### src/rtl/simon_engine.sv
// simon_engine: Simon game engine (FSM + pattern memory, counters, playback timer).
// Optional feature macro: SIMON_TIMEOUT_EN -- REPEAT gives up (lose) after
// TIMEOUT_TICKS idle cycles; without it REPEAT waits indefinitely.
module simon_engine #(
  parameter int PAT_W         = 4,
  parameter int DEPTH         = 16,
  parameter int PLAY_TICKS    = 2,
  parameter int TIMEOUT_TICKS = 64,
  localparam int CW           = $clog2(DEPTH + 1)
) (
  input  logic             clk,
  input  logic             rst,
  input  logic [PAT_W-1:0] pattern_in,
  input  logic             valid_in,
  output logic [PAT_W-1:0] pattern_leds,
  output logic [2:0]       mode_leds,
  output logic [CW-1:0]    level,
  output logic             win,
  output logic             lose
);

  localparam int RW = (DEPTH > 1) ? $clog2(DEPTH) : 1;
  localparam int TW = (PLAY_TICKS > 1) ? $clog2(PLAY_TICKS) : 1;

  // Reject nonsensical configurations at elaboration time.
  generate
    if (DEPTH < 1 || PLAY_TICKS < 1 || TIMEOUT_TICKS < 1) begin : g_bad_param
      $error("simon_engine: DEPTH, PLAY_TICKS and TIMEOUT_TICKS must be >= 1");
    end
  endgenerate

  typedef enum logic [1:0] {
    S_INPUT  = 2'd0,
    S_PLAY   = 2'd1,
    S_REPEAT = 2'd2,
    S_DONE   = 2'd3
  } state_t;

  state_t            state, state_d;
  logic [CW-1:0]     n, n_d;
  logic [RW-1:0]     rd, rd_d;
  logic [TW-1:0]     tick, tick_d;
  logic              win_d, lose_d;
  logic              mem_we;
  logic [PAT_W-1:0]  mem [DEPTH];
  logic [PAT_W-1:0]  mem_rd;
  logic              rd_last, tick_last;

`ifdef SIMON_TIMEOUT_EN
  localparam int IW = (TIMEOUT_TICKS > 1) ? $clog2(TIMEOUT_TICKS) : 1;
  logic [IW-1:0]     idle, idle_d;
`endif

  assign mem_rd    = mem[rd];
  assign rd_last   = (CW'(rd) == n - CW'(1));
  assign tick_last = (tick == TW'(PLAY_TICKS - 1));
  assign level     = n;

  // Next-state and datapath updates; everything holds unless a case moves it.
  always_comb begin
    state_d = state;
    n_d     = n;
    rd_d    = rd;
    tick_d  = tick;
    win_d   = win;
    lose_d  = lose;
    mem_we  = 1'b0;
`ifdef SIMON_TIMEOUT_EN
    idle_d  = idle;
`endif
    unique case (state)
      S_INPUT: begin
        // n never reaches DEPTH here, but the guard keeps n saturating.
        if (valid_in && n != CW'(DEPTH)) begin
          mem_we  = 1'b1;
          n_d     = n + CW'(1);
          rd_d    = '0;
          tick_d  = '0;
          state_d = S_PLAY;
        end
      end
      // PLAYBACK runs the list once; DONE reuses the same walk but wraps forever.
      S_PLAY, S_DONE: begin
        if (tick_last) begin
          tick_d = '0;
          if (rd_last) begin
            rd_d = '0;
            if (state == S_PLAY) begin
              state_d = S_REPEAT;
`ifdef SIMON_TIMEOUT_EN
              idle_d  = '0;
`endif
            end
          end else begin
            rd_d = rd + RW'(1);
          end
        end else begin
          tick_d = tick + TW'(1);
        end
      end
      S_REPEAT: begin
        if (valid_in) begin
`ifdef SIMON_TIMEOUT_EN
          idle_d = '0;
`endif
          if (pattern_in != mem_rd) begin
            state_d = S_DONE;
            lose_d  = 1'b1;
            rd_d    = '0;
            tick_d  = '0;
          end else if (!rd_last) begin
            rd_d = rd + RW'(1);
          end else if (n == CW'(DEPTH)) begin
            state_d = S_DONE;
            win_d   = 1'b1;
            rd_d    = '0;
            tick_d  = '0;
          end else begin
            state_d = S_INPUT;
          end
        end
`ifdef SIMON_TIMEOUT_EN
        else if (idle == IW'(TIMEOUT_TICKS - 1)) begin
          state_d = S_DONE;
          lose_d  = 1'b1;
          rd_d    = '0;
          tick_d  = '0;
        end else begin
          idle_d = idle + IW'(1);
        end
`endif
      end
      default: state_d = S_INPUT;
    endcase
  end

  // State and counter registers with synchronous active-low reset.
  always_ff @(posedge clk) begin
    if (!rst) begin
      state <= S_INPUT;
      n     <= '0;
      rd    <= '0;
      tick  <= '0;
      win   <= 1'b0;
      lose  <= 1'b0;
`ifdef SIMON_TIMEOUT_EN
      idle  <= '0;
`endif
    end else begin
      state <= state_d;
      n     <= n_d;
      rd    <= rd_d;
      tick  <= tick_d;
      win   <= win_d;
      lose  <= lose_d;
`ifdef SIMON_TIMEOUT_EN
      idle  <= idle_d;
`endif
    end
  end

  // Pattern memory write port; contents survive reset.
  always_ff @(posedge clk) begin
    if (rst && mem_we) mem[n[RW-1:0]] <= pattern_in;
  end

  // Pattern LEDs follow the switches while the player acts, memory otherwise.
  always_comb begin
    pattern_leds = pattern_in;
    if (state == S_PLAY || state == S_DONE) pattern_leds = mem_rd;
  end

  // Mode LEDs decode the state one-hot, all-on in DONE.
  always_comb begin
    mode_leds = 3'b001;
    unique case (state)
      S_INPUT:  mode_leds = 3'b001;
      S_PLAY:   mode_leds = 3'b010;
      S_REPEAT: mode_leds = 3'b100;
      S_DONE:   mode_leds = 3'b111;
      default:  mode_leds = 3'b001;
    endcase
  end

endmodule

### config.mk
export PLATFORM = sky130hd
export DESIGN_NAME = simon_engine
export DESIGN_NICKNAME = d
export VERILOG_FILES = /design/src/rtl/simon_engine.sv
export SDC_FILE = /design/constraint.sdc
export NUM_CORES = 1
export LEC_CHECK = 0
export ABC_AREA = 1
export CAP_MARGIN = 5
export CORE_MARGIN = 2
export CORE_UTILIZATION = 56
export CTS_BUF_LIST = sky130_fd_sc_hd__clkbuf_4
export CTS_CLUSTER_SIZE = 10
export DETAILED_ROUTE_END_ITERATION = 8
export GPL_ROUTABILITY_DRIVEN = 0
export GPL_TIMING_DRIVEN = 1
export PLACE_DENSITY = 0.78
export SLEW_MARGIN = 10
export SYNTH_ARGS = -nofsm -noshare
export SYNTH_HDL_FRONTEND = slang
export SYNTH_SLANG_ARGS = --single-unit
### constraint.sdc
create_clock -name clk -period 2 [get_ports clk]
set_clock_uncertainty 0.15 [all_clocks]
set_input_delay 0.4 -clock clk [delete_from_list [all_inputs] [get_ports clk]]
set_output_delay 0.4 -clock clk [all_outputs]
set_load 0.02 [all_outputs]
==> results.cfg <==
[outcome]
status = finished with violations
violations = negative setup slack

[synthesis]
synth_most_common_cell = nand2_1
synthesis.nets = 485
synth.ff_latch_count = 82
synth_edf_count = 64
avgSynthCellArea_um2 = 8.831
async_flop_share_pct = 0
synth.cell_area_mm2 = 0.004124
synthTopCellsByArea = edfxtp_1 47%, nand2_1 13%, dfxtp_1 8.7%, inv_1 5.9%, nand3_1 5.7%
yosysTopAreaCell = edfxtp_1
synth_top_area_share_pct = 46.60
synthTopCellsByCount = 144 x nand2_1, 65 x inv_1, 64 x edfxtp_1, 49 x nor2_1, 47 x nand3_1
seq_area_frac_synth_pct = 55.34
synth_cells = 467
synth-warning-count = 0
synthDistinctLibCells = 30
synth_flop_cell = edfxtp_1

[critical_path]
path_max_fanout = 8
crit_type = reg -> out
crit_required_ns = 1.45
cp-start-kind = register
worstPathArrival_ns = 1.99
r2r.worst_path.cells = 18
endpoint_kind = output port
reg2reg_slack_ns = -0.51

[finish]
fin_nets = 588
layout-drive-gt1-share_pct = 43.48
design_area_mm2 = 0.005936
antenna-diode-count = 0
areaGrowthSynthToFinish_pct = 43.93
final_util_pct = 82.72

[floorplan]
io_pins = 21
die_h_um = 89.82
start_util_pct = 57.47
rows = 31
chipWidth_um = 89.82
die_area_mm2 = 0.008067
core_mm2 = 0.007176

[global_routing]
overflow = 0
grt_pass1_wl_um = 18350
grt_max_degree = 19
grtUsageTotal_pct = 29.61
grt_pass1_vias = 3632
antenna_found_initial = 0

[power]
p_per_area_mw_per_mm2 = 1382
leakage_nw = 2.555
peakVddDrop_v = 0.0008352
power.total_mw = 8.204

[place]
place_area_mm2 = 0.004990
io_buffers = 20
place_hpwl_um = 6933

[drt]
drc = 0
wl_um = 12500
avgRoutedWirePerCell_um = 18.54
vias = 3675
drtAntennaViolNets = 0
viasPerCell = 5.453
drt_iter0_drc = 282
drt_pass1_iterations = 6

[sta]
tightestPinTransition_ns = 0.4365
fin_setup_tns_ns = -8.631
fin_crit_ns = 2.541
fin_ws_ns = -0.5408
maxSlewViolCount = 0
post-route-period-util_pct = 127.0
hold_viol_final = 0
rsz0062_at_grt = true
slew_headroom_pct = 70.87
timing.fmax_mhz = 393.6
setup-violations-final = 44

[clock_network]
cts_tree = built
cts_hold_buf = 0
cts_max_level = 3
clk_latency_ns = 0.45
clock_path_buffers = 2
cts_num_sinks = 82
cts_buffers = 9
path_clk_slew_ns = 0.13
clk_root_buffer_cell = clkbuf_4

[min_path]
min_path_type = reg -> reg
hold_depth = 1

[run]
cap_violations = 0
per-stage QoR:
step                      setup WS (ns)  hold slack [ns]  std cells
after floorplan                -0.08062           0.2940        467
after global placement          -0.4985           0.3012        631
after detailed placement        -0.5225           0.3163        631
after CTS                       -0.4138           0.3460        670
after global routing            -0.5769           0.3785        674
final                           -0.5408           0.3436        674
path summary, 6_finish.rpt:
check	endpoint	from
worst max-delay path	pattern_leds[2]	register
worst min-delay path	win	win
worst max register to register	register	register
worst min register to register	win	win
flip-flops by register name, indices dropped and copies added (netlist names), named ones only:
name and flops:
mem 64, state 2, rd 4, level 5
lose 1, win 1, tick 1
cell families after synthesis:
kind of cell             share of synthesized area [%]
adder cells (fa/ha/maj)                          3.337
flip-flops                                       55.34
AND/OR/NAND/NOR                                  28.28
XOR/XNOR                                         1.487
AO/OA/AOI/OAI                                    3.064
buffers and inverters                            8.495
layer usage:
metal	share of wire (%)	routed length (um)	track usage, %	vias to the layer above
li1	-	-	-	1710
met1	37	4571	36.36	1712
met2	50	6263	50.63	185
met3	6.7	838	5.113	68
met4	6.6	823	14.87	0
met5	0	0	0	-
area by class of cell:
type | count | area [um^2]
clock buffers | 10 | 75.07
multi-input cells | 306 | 2117
repair buffers | 101 | 930.9
well taps | 99 | 123.9
repair inverters | 3 | 25.02
flip-flops and latches | 82 | 2302
clock inverters | 6 | 81.33
inverters | 67 | 280.3
fillers | 379 | 1240
critical path, cell delays in order (launching register included):
cell,delay (ns)
dfxtp_4,0.40
buf_12,0.15
buf_16,0.15
nand2_4,0.06
nand2_1,0.06
nand2_1,0.09
nand3_2,0.12
nand3_4,0.16
nand2_2,0.07
nand2_1,0.08
o21ai_1,0.07
buf_4,0.15
power breakdown:
part	total, mW	internal [mW]	switching (mW)
clock network	1.10	0.516	0.583
registers	2.15	1.99	0.157
logic	4.95	2.16	2.79
cell usage in the layout, fill, tap and decap left out, drive strengths merged, types with 4 or more instances in the layout:
cell type and instances:
nand2 146, buf 88, inv 69, edfxtp 64
nand3 58, nor2 55, dfxtp 18, o21ai 11
ha 11, clkbuf 10, clkdlybuf4s50 8, a21oi 7
dlygate4sd2 5, clkinv 5, xnor2 4
what timing repair did:
action                                  in CTS  in global routing
gates cloned                                 4                  2
pin swaps                                   43                 43
buffers inserted                            20                  5
endpoints found under the setup margin      73                 85
resized for setup                          107                 90
No activity file was read; power rests on OpenSTA's default activity.
